`config.mk`:
```
export PLATFORM = sky130hd
export DESIGN_NAME = pixel_block_assembler
export DESIGN_NICKNAME = d
export VERILOG_FILES = /design/src/rtl/pixel_block_assembler_pkg.sv /design/src/rtl/pixel_block_assembler_pair_line_buf.sv /design/src/rtl/pixel_block_assembler.sv
export SDC_FILE = /design/constraint.sdc
export NUM_CORES = 2
export LEC_CHECK = 0
export ABC_AREA = 1
export CAP_MARGIN = 10
export CORE_MARGIN = 2
export CORE_UTILIZATION = 40
export DETAILED_ROUTE_END_ITERATION = 8
export HOLD_SLACK_MARGIN = 0.03
export PLACE_DENSITY_LB_ADDON = 0.25
export SLEW_MARGIN = 20
export SYNTH_ARGS = -nofsm -noshare
export SYNTH_HDL_FRONTEND = slang
export SYNTH_SLANG_ARGS = --single-unit
```
`constraint.sdc`:
```
create_clock -name clk -period 8.43 [get_ports clk]
set_clock_uncertainty 0.15 [all_clocks]
set_input_delay 1.686 -clock clk [delete_from_list [all_inputs] [get_ports clk]]
set_output_delay 1.686 -clock clk [all_outputs]
set_load 0.02 [all_outputs]
```
`src/rtl/pixel_block_assembler_pkg.sv`:
```
// Shared pixel/block definitions for the watermark front end: lane order of a
// 2x2 block, default image geometry and a width helper.
package pixel_block_assembler_pkg;

  localparam int DEF_PIX_W      = 8;
  localparam int DEF_IMG_WIDTH  = 256;
  localparam int DEF_IMG_HEIGHT = 256;

  // Lane order of a 2x2 block as presented on Data1..Data4.
  localparam int BLK_TL = 0;
  localparam int BLK_TR = 1;
  localparam int BLK_BL = 2;
  localparam int BLK_BR = 3;

  // Index width that never collapses to zero for tiny images.
  function automatic int clog2_min1(input int n);
    return (n <= 2) ? 1 : $clog2(n);
  endfunction

endpackage

```
`src/rtl/pixel_block_assembler_pair_line_buf.sv`:
```
// Pair line buffer: one entry per horizontal pixel pair of an even row,
// synchronous write, asynchronous read.
module pair_line_buf #(
  parameter int DEPTH  = 128,
  parameter int WIDTH  = 16,
  parameter int ADDR_W = 7
) (
  input  logic              clk,
  input  logic              wr_en,
  input  logic [ADDR_W-1:0] wr_addr,
  input  logic [WIDTH-1:0]  wr_data,
  input  logic [ADDR_W-1:0] rd_addr,
  output logic [WIDTH-1:0]  rd_data
);

  logic [WIDTH-1:0] mem [DEPTH];

  // NOTE: storage has no reset; every entry is written on the even row before
  // the odd row reads it, so clearing it would only cost logic.
  always_ff @(posedge clk) begin
    if (wr_en) mem[wr_addr] <= wr_data;
  end

  assign rd_data = mem[rd_addr];

endmodule

```
`src/rtl/pixel_block_assembler.sv`:
```
// Regroups a raster pixel stream into non-overlapping 2x2 blocks for watermark
// insertion. Define PBA_BLOCK_INDEX_EN to add the raster block-number output.
module pixel_block_assembler
  import pixel_block_assembler_pkg::*;
#(
  parameter  int IMG_WIDTH  = DEF_IMG_WIDTH,
  parameter  int IMG_HEIGHT = DEF_IMG_HEIGHT,
  parameter  int PIX_W      = DEF_PIX_W,
  localparam int IDX_W      = clog2_min1(IMG_WIDTH * IMG_HEIGHT / 4)
) (
  input  logic             clk,
  input  logic             rst,
  input  logic [PIX_W-1:0] pix_in,
  input  logic             pix_valid,
  input  logic             sof,
  output logic [PIX_W-1:0] Data1,
  output logic [PIX_W-1:0] Data2,
  output logic [PIX_W-1:0] Data3,
  output logic [PIX_W-1:0] Data4,
  output logic             blk_valid,
  output logic             frame_done
`ifdef PBA_BLOCK_INDEX_EN
  ,
  output logic [IDX_W-1:0] blk_index
`endif
);

  localparam int COL_W  = clog2_min1(IMG_WIDTH);
  localparam int ROW_W  = clog2_min1(IMG_HEIGHT);
  localparam int DEPTH  = IMG_WIDTH / 2;
  localparam int ADDR_W = clog2_min1(DEPTH);

  logic [COL_W-1:0]          col_q, col_e, col_next;
  logic [ROW_W-1:0]          row_q, row_e, row_next;
  logic [PIX_W-1:0]          hold_q;
  logic [2*PIX_W-1:0]        pair_rd;
  logic [ADDR_W-1:0]         pair_addr;
  logic [3:0][PIX_W-1:0]     blk_q;
  logic                      blk_valid_q, frame_done_q;
  logic                      wr_en, blk_load, last_col, last_row;

  // sof relabels the current pixel as (0,0); everything downstream uses col_e/row_e.
  always_comb begin
    col_e     = sof ? '0 : col_q;
    row_e     = sof ? '0 : row_q;
    last_col  = (col_e == COL_W'(IMG_WIDTH - 1));
    last_row  = (row_e == ROW_W'(IMG_HEIGHT - 1));
    col_next  = last_col ? '0 : col_e + 1'b1;
    row_next  = row_e;
    if (last_col) row_next = last_row ? '0 : row_e + 1'b1;
    wr_en     = pix_valid & ~row_e[0] & col_e[0];
    blk_load  = pix_valid &  row_e[0] & col_e[0];
    pair_addr = ADDR_W'(col_e >> 1);
  end

  pair_line_buf #(
    .DEPTH  (DEPTH),
    .WIDTH  (2 * PIX_W),
    .ADDR_W (ADDR_W)
  ) u_pair_line_buf (
    .clk     (clk),
    .wr_en   (wr_en),
    .wr_addr (pair_addr),
    .wr_data ({hold_q, pix_in}),
    .rd_addr (pair_addr),
    .rd_data (pair_rd)
  );

  // NOTE: reset is synchronous and checked first, so a pixel arriving with rst
  // is dropped; all state uses non-blocking assignments.
  always_ff @(posedge clk) begin
    if (rst) begin
      col_q        <= '0;
      row_q        <= '0;
      hold_q       <= '0;
      blk_q        <= '0;
      blk_valid_q  <= 1'b0;
      frame_done_q <= 1'b0;
    end else begin
      blk_valid_q  <= blk_load;
      frame_done_q <= blk_load & last_row & last_col;
      if (pix_valid) begin
        col_q <= col_next;
        row_q <= row_next;
        if (!col_e[0]) hold_q <= pix_in;
      end
      if (blk_load) begin
        blk_q[BLK_TL] <= pair_rd[2*PIX_W-1:PIX_W];
        blk_q[BLK_TR] <= pair_rd[PIX_W-1:0];
        blk_q[BLK_BL] <= hold_q;
        blk_q[BLK_BR] <= pix_in;
      end
    end
  end

`ifdef PBA_BLOCK_INDEX_EN
  logic [IDX_W-1:0] blk_index_q;

  // Derived from position rather than counted, so sof restarts it for free.
  always_ff @(posedge clk) begin
    if (rst) begin
      blk_index_q <= '0;
    end else if (blk_load) begin
      blk_index_q <= IDX_W'(int'(row_e >> 1) * (IMG_WIDTH / 2) + int'(col_e >> 1));
    end
  end

  assign blk_index = blk_index_q;
`else
  // Without the index option the block position is not exported.
`endif

  assign Data1 = blk_q[BLK_TL];
  assign Data2 = blk_q[BLK_TR];
  assign Data3 = blk_q[BLK_BL];
  assign Data4 = blk_q[BLK_BR];

  // A strobe already registered when rst arrives must never be seen downstream.
  assign blk_valid  = blk_valid_q  & ~rst;
  assign frame_done = frame_done_q & ~rst;

endmodule

```
* Yosys cells after proc, flatten, opt, wreduce, memory -nomap -nowiden
Memories as Yosys holds them, arrays and structs flattened. A register that Yosys moved wholly into a read port is not among the register bits. Cells that the tools add are included.
Storage, ports and cells: flip-flop bits (word level) 42, RAM bits 2048, input bits 12, output and inout port bits 34, word-level logic and storage cells 31, memories 1
Memories:
- u_pair_line_buf.mem | words 128, width 16, read ports 1, clocked after Yosys merged registers in 1, wr ports 1, line pixel_block_assembler_pair_line_buf.sv:16 | logic [WIDTH-1:0] mem [DEPTH];
Operators by class: add/sub/neg operators 2, eq/ne operators 2, multiplexer cells 7, bitwise logic cells 11, reductions and logical operators 1
Operator list (number):
- 2-to-1 mux 8 bit | 5
- adder 8 x 1 -> 8 bit, second input constant | 2
- equality test 8 bit, second input constant | 2
- AND 1 bit | 8
- NOT 1 bit | 3
- 2-to-1 mux 1 bit | 2
- AND reduction 2 bit | 1

* Longest topological paths before layout
word-level depth 6, mapped depth 19, gate-level depth less buffers 16

* Modules after synthesis
Synthesis repeated with hierarchy kept, for this count alone.
Second synthesis, totals: cell total of the unflattened synthesis 7121, area, all modules 85102.9 um^2
Modules (own cells, without submodules):
- pair_line_buf | instances 1, cells an instance 6777, area each 82507.9 um^2, sequential area each 61499.0 um^2
- pixel_block_assembler | instances 1, cells an instance 344, area each 2595.0 um^2, sequential area each 1161.1 um^2

* Worst setup path before layout
OpenSTA, ideal clock, no wires.
path kind input-to-reg, from in sof, to mem u_pair_line_buf.mem[90][0] (enable), data arrival time 3819 ps, setup slack 4052 ps, cell stages on the path 8, cells stage by stage buf_6 nor2_8 inv_2 nor2_1 inv_2 nor2_1 inv_2 nor3_1
Between the ends: longest elaborated chain between the ends 6, elaborated cells on any way between the ends 7
RTL lines:
- from (decl) | line pixel_block_assembler.sv:15 | input logic sof,
- 2-to-1 mux 8 bit | line pixel_block_assembler.sv:45 | row_e = sof ? '0 : row_q;
- NOT 1 bit | line pixel_block_assembler.sv:51 | wr_en = pix_valid & ~row_e[0] & col_e[0];
- AND 1 bit (2 in a row) | line pixel_block_assembler.sv:51
- 2-to-1 mux 1 bit | line pixel_block_assembler_pair_line_buf.sv:21 | if (wr_en) mem[wr_addr] <= wr_data;
- 2-to-1 mux 1 bit (implied by the code) | line pixel_block_assembler_pair_line_buf.sv:21
- to (decl) | line pixel_block_assembler_pair_line_buf.sv:16
Several ways; a longest one is shown, not always the timed one.

* Final worst setup path
from in sof, to reg blk_q, in the netlist Data2[6] (read register of u_pair_line_buf.mem)
Between the ends: longest elaborated chain between the ends 3, elaborated cells on any way between the ends 4
RTL lines:
- 2-to-1 mux 8 bit | line pixel_block_assembler.sv:45
- AND 1 bit (2 in a row) | line pixel_block_assembler.sv:52 | blk_load = pix_valid & row_e[0] & col_e[0];
- to (decl) | line pixel_block_assembler.sv:38 | logic [3:0][PIX_W-1:0] blk_q;
Several ways; a longest one is shown, not always the timed one. A chain may end at the register's enable or synchronous reset.

==> impl_metrics.toml <==
[run_status]
status = "finished clean"

[clocking]
path_clk_slew_ps = 60
htree_levels = 4
root_buffer = "clkbuf_16"
clock-sinks = 2106
cts_resized = 0
cts_hold_buf = 0
cts_max_path_buffers = 3
cts_tree = "yes"
cts_setup_buffers = 0
cts_buffers = 209
insertion_delay_ps = 860

[die]
num_io_pins = 46
num_rows = 168
initial_core_util_pct = 40.2
die_h_um = 463
die_w_um = 463
dieArea_sq_um = 214000
coreArea_sq_um = 209000

[setup_path]
critPathMaxFanout = 83
r2r_slack_ps = 3720
cp_data_required_time_ps = 9030
worstReg2RegStart = "col_q[1]"
critPathArrivalTime_ps = 6420
startpoint_type = "input port"
setup.worst_path.class = "in -> reg"
critPathCaptureType = "flop"
crit_path_start = "sof"

[sta]
slew_viol_final = 0
fin_tns_setup_ps = 0
setup_violations = 0
finalCritPeriodShare_pct = 69.1
rsz0062_at_grt = "no"
tightest_slew_ps = 1180
finalCriticalPeriod_ps = 5820
fmax_ghz = 0.172
max_slew_margin_pct = 21.5
hold_violations = 0

[route]
via_per_inst = 5.44
first_iter_violations = 7074
vias = 55000
first_pass_iters = 8
finalWirelength_um = 261000
avgRoutedWirePerCell_um = 25.8
drtAntennaViolNets = 0
remaining_drc_errors = 0

[flow_run]
cap_violations = 0

[yosys]
syn-num-nets = 7002
synth_most_common_cell = "edfxtp_1"
synth_edf_count = 2048
yosysTopAreaCell = "edfxtp_1"
yosys_warnings = 0
synth_top_area_share_pct = 73.0
ys_top_cells_by_count = "2048 x edfxtp_1, 1576 x nand2_1, 964 x nor2_1"
synthesis.area_sq_um = 84200
synthCells = 6988
avgSynthCellArea_sq_um = 12.0
synth_ff_type = "edfxtp_1"
synth-seq-cells = 2106
async_flop_share_pct = 0
yosysUniqueCellTypes = 42
synth_seq_area_share_pct = 74.4
synth.area.top_cells = "edfxtp_1 73%, nand2_1 7.0%, nor2_1 4.3%"

[global_routing]
grt_usage_pct = 23.9
antenna_found_initial = 11
gr-total-overflow = 0
grt_pass1_vias = 51400
grt_pass1_wl_um = 374000
grt_max_degree = 118

[layout]
final_area_sq_um = 95300
drive_gt1_share_pct = 8.58
area_delta_synth_final_pct = 13.2
fillers = 18900
fin_nets = 7142

[hold_path]
hold_start = "row_q[1]"
min_path_type = "reg -> reg"

[pwr]
p_per_area_nw_per_um2 = 224
vdd_drop_max_v = 0.000217
p_leak_nw = 34.5
power_mw = 21.3

[place]
io_buffers = 45
place_area_sq_um = 88600
place_congestion = 0.907
hpwlAfterDp_um = 152000
-- state kept, by name, indices dropped and copies added (netlist names), 8 cells and up --
name,cells
Data4,8
Data2,8
col_q,8
row_q,8
hold_q,8
Data3,8
Data1,8
u_pair_line_buf.mem,2048
-- logic make-up (layout without fill, tap and decap cells) --
kind of cell    Yosys count  count (layout)  synth area share (%)
flops                  2106            2106                  74.4
fa+ha+maj                 2               2                0.0297
simple gates           2893            2893                  13.7
buf+inv                 817            1134                  4.12
xor+xnor                  3               3                0.0312
other cells               0               3                     0
compound gates         1167            1167                  7.70
-- worst paths after layout --
kind	end	depth (start not counted)
min reg2reg	row_q[1]	2
max	Data2[6]	17
min	row_q[1]	2
max reg2reg	Data2[2]	14
-- final cells by class --
type / instances / area, sq um / share of cell area, %
Timing Repair Buffer: 295 / 2580 / 2.70
Sequential cell: 2106 / 62700 / 65.8
Tap cell: 2805 / 3510 / 3.68
Multi-Input combinational cell: 4065 / 18100 / 19.0
Antenna cell: 3 / 7.51 / 0.00788
Inverter: 451 / 1700 / 1.78
Clock buffer: 270 / 5490 / 5.76
Clock inverter: 118 / 1180 / 1.23
-- placed cells by master, fill, tap and decap left out, types with 6 or more instances in the layout --
master,instances
or2_0,11
nor2_1,962
clkinvlp_4,6
dfxtp_1,50
o211ai_1,238
clkbuf_1,58
clkinv_16,7
bufinv_16,14
nand2_1,1571
clkinv_1,52
o22ai_1,8
or2_2,18
clkdlybuf4s50_1,37
nor3_1,7
nor2_4,15
clkbuf_16,209
dfxtp_4,8
o21ai_1,175
nand4_1,23
buf_12,20
inv_1,426
o21ai_0,604
edfxtp_1,2048
inv_2,17
nand3_1,251
clkinv_2,36
a21oi_1,127
buf_4,237
nor2_2,7
-- worst max-delay path, cell delays in order --
cell and delay, ps:
clkdlybuf4s50_1 470, buf_4 360, inv_6 230, nand2_8 580
buf_12 310, buf_4 610, nand2_1 110, o211ai_1 130
nand2_1 130, inv_1 70, nand2_1 40, nand2_1 50
nand2_1 90, o21ai_0 830, nand3_1 340, nor2_1 170
nor2_1 60
-- power by group --
group | total [mW] | internal [mW] | switching [mW]
registers | 11.6 | 11.5 | 0.0661
logic | 0.601 | 0.100 | 0.501
clock network | 9.12 | 5.05 | 4.07
total | 21.3 | 16.7 | 4.63
-- metrics by stage --
step / std cells / worst slack, ps / util (%) / hold WS, ps
after floorplan: 6988 / 4050 / - / 295
after global placement: 9720 / 1440 / 42.3 / 304
after detailed placement: 9721 / 1840 / 42.3 / 310
after CTS: 10100 / 2740 / 45.5 / 319
after global routing: 10100 / 2510 / 45.5 / 336
final: 10100 / 2610 / 45.5 / 322
-- routing by layer --
layer  GRT usage [%]  vias to the layer above  share of wire [%]  wire length (um)
met3            4.08                      359                9.3             24400
met4            7.37                        4                3.0              7820
li1                -                    24600                  -                 -
met2            37.1                     2610                 46            119000
met5               0                        -             0.0084                22
met1            34.3                    27400                 42            110000
Power figures use the tool's default switching activity.
